File: src/rtl/event_fifo_pkg.sv
// Shared definitions for the trigger event FIFO reader: word tags, word width
// and the framing state encoding.
package event_fifo_pkg;

    localparam int unsigned EVT_WORD_W = 18;

    localparam logic [1:0] TAG_DATA    = 2'b00;
    localparam logic [1:0] TAG_HEADER  = 2'b01;
    localparam logic [1:0] TAG_TRAILER = 2'b10;
    localparam logic [1:0] TAG_RSVD    = 2'b11;

    typedef enum logic {
        ST_IDLE     = 1'b0,
        ST_IN_EVENT = 1'b1
    } evt_state_t;

endpackage

File: src/rtl/event_skid_buffer.sv
// Small circular buffer that absorbs FIFO read latency; the head entry is
// visible combinationally so a captured word can be presented next cycle.
module event_skid_buffer
    import event_fifo_pkg::*;
#(
    parameter  int unsigned DEPTH = 4,
    parameter  int unsigned WIDTH = EVT_WORD_W,
    localparam int unsigned PTR_W = $clog2(DEPTH),
    localparam int unsigned CNT_W = PTR_W + 1
) (
    input  logic             i_clk,
    input  logic             i_rst,
    input  logic             i_push,
    input  logic [WIDTH-1:0] i_push_data,
    input  logic             i_pop,
    output logic [WIDTH-1:0] o_head,
    output logic [CNT_W-1:0] o_count
);

    logic [WIDTH-1:0] r_mem [DEPTH];
    logic [PTR_W-1:0] r_wr_ptr;
    logic [PTR_W-1:0] r_rd_ptr;
    logic [CNT_W-1:0] r_count;

    // Storage carries no reset; only pointers and occupancy define validity.
    always_ff @(posedge i_clk) begin
        if (i_push) begin
            r_mem[r_wr_ptr] <= i_push_data;
        end
    end

    always_ff @(posedge i_clk or posedge i_rst) begin
        if (i_rst) begin
            r_wr_ptr <= '0;
            r_rd_ptr <= '0;
            r_count  <= '0;
        end else begin
            if (i_push) begin
                r_wr_ptr <= r_wr_ptr + 1'b1;
            end
            if (i_pop) begin
                r_rd_ptr <= r_rd_ptr + 1'b1;
            end
            case ({i_push, i_pop})
                2'b10:   r_count <= r_count + 1'b1;
                2'b01:   r_count <= r_count - 1'b1;
                default: r_count <= r_count;
            endcase
        end
    end

    assign o_head  = r_mem[r_rd_ptr];
    assign o_count = r_count;

endmodule

File: src/rtl/event_fifo_reader.sv
// Drains the trigger event FIFO, checks header/data/trailer framing and presents
// a valid/ready payload stream with start/end markers, an event count and an error flag.
module event_fifo_reader
    import event_fifo_pkg::*;
#(
    parameter  int unsigned SKID_DEPTH = 4,
    parameter  int unsigned DATA_WIDTH = 16,
    localparam int unsigned WORD_W     = DATA_WIDTH + 2,
    localparam int unsigned CNT_W      = $clog2(SKID_DEPTH) + 1
) (
    input  logic                  i_clock,
    input  logic                  i_reset,
    input  logic                  i_enable,
    input  logic                  i_fifo_empty,
    input  logic [WORD_W-1:0]     i_fifo_q,
    output logic                  o_fifo_re,
    output logic [DATA_WIDTH-1:0] o_out_data,
    output logic                  o_out_valid,
    input  logic                  i_out_ready,
    output logic                  o_out_start,
    output logic                  o_out_end,
    output logic [15:0]           o_event_count,
    output logic                  o_frame_error,
    input  logic                  i_error_clear,
    output logic                  o_busy
);

    localparam logic [CNT_W:0] DEPTH_LIM = SKID_DEPTH[CNT_W:0];

    evt_state_t        r_state;
    logic              r_inflight;
    logic [15:0]       r_event_count;
    logic              r_frame_error;

    logic [WORD_W-1:0] w_head;
    logic [CNT_W-1:0]  w_count;
    logic [CNT_W:0]    w_credit_used;
    logic [1:0]        w_tag;
    logic              w_head_valid;
    logic              w_is_hdr;
    logic              w_is_data;
    logic              w_is_trl;
    logic              w_forward;
    logic              w_discard;
    logic              w_accept;
    logic              w_pop;
    logic              w_err_set;

    // Credits cover both stored words and the word still on its way back from the FIFO.
    assign w_credit_used = {1'b0, w_count} + {{CNT_W{1'b0}}, r_inflight};
    assign o_fifo_re     = ~i_reset & i_enable & ~i_fifo_empty & (w_credit_used < DEPTH_LIM);

    event_skid_buffer #(
        .DEPTH (SKID_DEPTH),
        .WIDTH (WORD_W)
    ) u_skid (
        .i_clk       (i_clock),
        .i_rst       (i_reset),
        .i_push      (r_inflight),
        .i_push_data (i_fifo_q),
        .i_pop       (w_pop),
        .o_head      (w_head),
        .o_count     (w_count)
    );

    assign w_tag        = w_head[WORD_W-1 -: 2];
    assign w_head_valid = (w_count != '0);
    assign w_is_hdr     = (w_tag == TAG_HEADER);
    assign w_is_data    = (w_tag == TAG_DATA);
    assign w_is_trl     = (w_tag == TAG_TRAILER);

    // Anything not forwardable in the current state is dropped in a single cycle.
    assign w_forward = w_head_valid &
                       (w_is_hdr | ((w_is_data | w_is_trl) & (r_state == ST_IN_EVENT)));
    assign w_discard = w_head_valid & ~w_forward;
    assign w_accept  = w_forward & i_out_ready;
    assign w_pop     = w_accept | w_discard;
    assign w_err_set = w_discard | (w_accept & w_is_hdr & (r_state == ST_IN_EVENT));

    always_ff @(posedge i_clock or posedge i_reset) begin
        if (i_reset) begin
            r_state       <= ST_IDLE;
            r_inflight    <= 1'b0;
            r_event_count <= '0;
            r_frame_error <= 1'b0;
        end else begin
            r_inflight <= o_fifo_re;
            if (w_accept && w_is_hdr) begin
                r_state <= ST_IN_EVENT;
            end else if (w_accept && w_is_trl) begin
                r_state       <= ST_IDLE;
                r_event_count <= r_event_count + 16'd1;
            end
            if (w_err_set) begin
                r_frame_error <= 1'b1;
            end else if (i_error_clear) begin
                r_frame_error <= 1'b0;
            end
        end
    end

    assign o_out_valid   = w_forward;
    assign o_out_data    = w_forward ? w_head[DATA_WIDTH-1:0] : '0;
    assign o_out_start   = w_forward & w_is_hdr;
    assign o_out_end     = w_forward & w_is_trl;
    assign o_event_count = r_event_count;
    assign o_frame_error = r_frame_error;
    assign o_busy        = (r_state == ST_IN_EVENT) | r_inflight | w_head_valid;

endmodule

File: config.mk
export PLATFORM = sky130hd
export DESIGN_NAME = event_fifo_reader
export DESIGN_NICKNAME = d
export VERILOG_FILES = /design/src/rtl/event_fifo_pkg.sv /design/src/rtl/event_skid_buffer.sv /design/src/rtl/event_fifo_reader.sv
export SDC_FILE = /design/constraint.sdc
export NUM_CORES = 1
export LEC_CHECK = 0
export ABC_AREA = 1
export CAP_MARGIN = 15
export CORE_UTILIZATION = 55
export CTS_CLUSTER_SIZE = 14
export DETAILED_ROUTE_END_ITERATION = 16
export MAX_ROUTING_LAYER = met4
export PLACE_DENSITY_LB_ADDON = 0.15
export SYNTH_ARGS = -nofsm -noshare
export SYNTH_HDL_FRONTEND = slang
export SYNTH_SLANG_ARGS = --single-unit
File: constraint.sdc
create_clock -name i_clock -period 3.35 [get_ports i_clock]
set_clock_uncertainty 0.15 [all_clocks]
set_input_delay 0.67 -clock i_clock [delete_from_list [all_inputs] [get_ports i_clock]]
set_output_delay 0.67 -clock i_clock [all_outputs]
set_load 0.03 [all_outputs]
==> impl_metrics.json <==
{
  "worstSetupPathType": "input port to output pin",
  "synthDistinctLibCells": 27,
  "fin_crit_ps": 2992,
  "gp_congestion": 0.7639,
  "p_per_area_nw_per_um2": 797.6,
  "synthFlopType": "edfxtp_1",
  "setup_viol": 0,
  "r2r-start": "u_skid.r_rd_ptr[0]",
  "diodes": 0,
  "grt_max_degree": 27,
  "cts_tree": "built",
  "fmax_mhz": 334.3,
  "pin_count": 62,
  "core_um2": 7767,
  "grt_pass1_wl_um": 14820,
  "crit_fanout": 2,
  "crit_start": "i_reset",
  "synth-seq-area-share_pct": 63.06,
  "cts_buffer_depth": 2,
  "vias": 3180,
  "clk_latency_ps": 360,
  "die_h_um": 92.06,
  "first_pass_iters": 4,
  "synth-seq-cells": 98,
  "grt_antenna_before_repair": 0,
  "synth_warnings": 0,
  "place_hpwl_um": 5657,
  "endpoint": "o_fifo_re",
  "setup_tns_ps": 0,
  "synthesis.area_um2": 4461,
  "die-area_um2": 8474,
  "syn2layout_area_growth_pct": 18.68,
  "min_path_cells": 2,
  "avgSynthCellArea_um2": 10.18,
  "overflow": 0,
  "io_buffers": 61,
  "drv_cap": 0,
  "clock_sinks": 98,
  "final_hold_viol_count": 0,
  "drive_above_1_share_pct": 11.49,
  "synth_nets": 469,
  "synth-edff-count": 72,
  "die_w_um": 92.06,
  "max-vdd-ir-drop_uv": 632.7,
  "drv_slew": 0,
  "htreeDepth": 3,
  "post-route-period-util_pct": 89.30,
  "grt_util_all_layers_pct": 23.66,
  "synthArstFlopShare_pct": 26.53,
  "drt_wl_total_um": 8803,
  "critPathRequiredTime_ps": 2530,
  "leakagePower_uw": 0.002148,
  "cts-buffers-inserted": 9,
  "relSlewSlack_pct": 40.34,
  "r2r_cells": 13,
  "setup.worst_path.end_class": "output pin",
  "rows": 32,
  "ant_nets": 0,
  "netlist_instances": 438,
  "finalNetCount": 531,
  "vias_per_cell": 5.239,
  "reg2reg_slack_ps": 640,
  "start_kind": "input port",
  "drc": 0,
  "rsz0062_at_grt": "false",
  "status": "completed",
  "rr_endpoint": "u_skid.o_count[2]",
  "grt_pass1_vias": 3153,
  "holdWs_ps": 356.5,
  "cts_hold_buf": 0,
  "nFillCells": 608,
  "root_buffer": "clkbuf_8",
  "cts.clk_slew.worst_paths_ps": 90,
  "start_util_pct": 57.43,
  "tightest_slew_ps": 893.9,
  "wl_per_cell_um": 14.50,
  "arrival_ps": 2170,
  "hp-class": "register to register",
  "drt_iter0_drc": 183
}
## cell type report
type,count,area [µm²],share of cell area [%]
clock inverter,7,61.31,1.158
multi-input combinational,296,1451,27.42
tap,102,127.6,2.411
timing repair buffer,68,615.6,11.63
sequential,98,2813,53.13
clock buffer,9,123.9,2.340
inverter,27,101.3,1.914
## registers in the layout, summed over array words and instances, names as in the netlist
name             flops
o_frame_error        1
o_event_count       16
u_skid.o_count       3
u_skid.r_rd_ptr      2
r_inflight           1
u_skid.r_wr_ptr      2
u_skid.r_mem        72
r_state              1
## metrics by stage
step,std cells,setup slack [ps],util [%],power [µW],instance area (µm²)
3_5_place_dp,591,342.8,65.71,3538,5104
6_report,607,358.4,68.15,4222,5294
2_1_floorplan,438,994.5,-,2939,4461
5_1_grt,607,133.8,68.15,4519,5294
3_3_place_gp,591,399.1,65.71,3479,5104
4_1_cts,607,210.6,68.09,4252,5289
## layout by cell type, fill, tap and decap left out, drive strengths merged, types with 4 or more instances in the layout
| cell | count |
|---|---|
| a21oi | 17 |
| buf | 26 |
| clkbuf | 9 |
| clkdlybuf4s50 | 42 |
| clkinv | 4 |
| dfrtp | 26 |
| edfxtp | 72 |
| ha | 6 |
| inv | 29 |
| nand2 | 101 |
| nand3 | 32 |
| nand3b | 4 |
| nor2 | 80 |
| o21ai | 38 |
| xnor2 | 8 |
## worst min-delay path by stage
stage | slack (ps) | end | start
global placement | 340 | o_frame_error | o_frame_error
detailed placement | 340 | o_frame_error | o_frame_error
floorplan | 320 | u_skid.o_count[0] | u_skid.o_count[0]
CTS | 360 | o_frame_error | o_frame_error
global route | 370 | u_skid.o_count[0] | u_skid.o_count[0]
finish | 360 | o_frame_error | o_frame_error
## power breakdown
part | leakage [µW] | total [µW] | switching (µW) | internal [µW]
registers | 0.000988 | 1510 | 92.1 | 1420
logic | 0.00107 | 1990 | 1330 | 666
clock network | 0.0000932 | 718 | 435 | 283
## critical path: stages
cell and delay, ps:
clkdlybuf4s50_1 420, nor2_1 110, nand3_1 70, a31oi_1 200, clkdlybuf4s50_1 700
## repair_timing
action                     in CTS  in global routing
resized for setup               0                  1
hold endpoints to repair        0                  0
setup endpoints to repair       0                  1
buffers inserted                0                  0
## routing by layer
metal	wire, µm	vias to the layer above	global-route usage (%)
li1	-	1583	-
met1	3864	1503	27.46
met2	4450	85	41.04
met3	389	9	4.643
met4	99	0	8.333
met5	0	-	-
## Yosys cell counts, types with 3 or more instances
| cell type | n | share of area, % |
|---|---|---|
| ha_1 | 6 | 1.7 |
| xnor2_1 | 8 | 1.6 |
| xor2_1 | 3 | 0.59 |
| a21oi_1 | 8 | 0.90 |
| buf_2 | 5 | 0.56 |
| nand4_1 | 3 | 0.42 |
| dfrtp_1 | 26 | 15 |
| clkbuf_1 | 6 | 0.50 |
| nand2_1 | 98 | 8.2 |
| nor2_1 | 79 | 6.6 |
| nand3_1 | 30 | 3.4 |
| o21ai_0 | 38 | 4.3 |
| buf_6 | 3 | 0.76 |
| nand3b_1 | 4 | 0.67 |
| edfxtp_1 | 72 | 48 |
| inv_1 | 26 | 2.2 |
| a21oi_2 | 9 | 1.8 |
## logic make-up after synthesis
family	synth area share, %
compound gates	7.069
simple gates	21.07
buf+inv	4.516
xor+xnor	2.160
flops	63.06
fa+ha+maj	2.132
(Power assumes the default switching activity.)
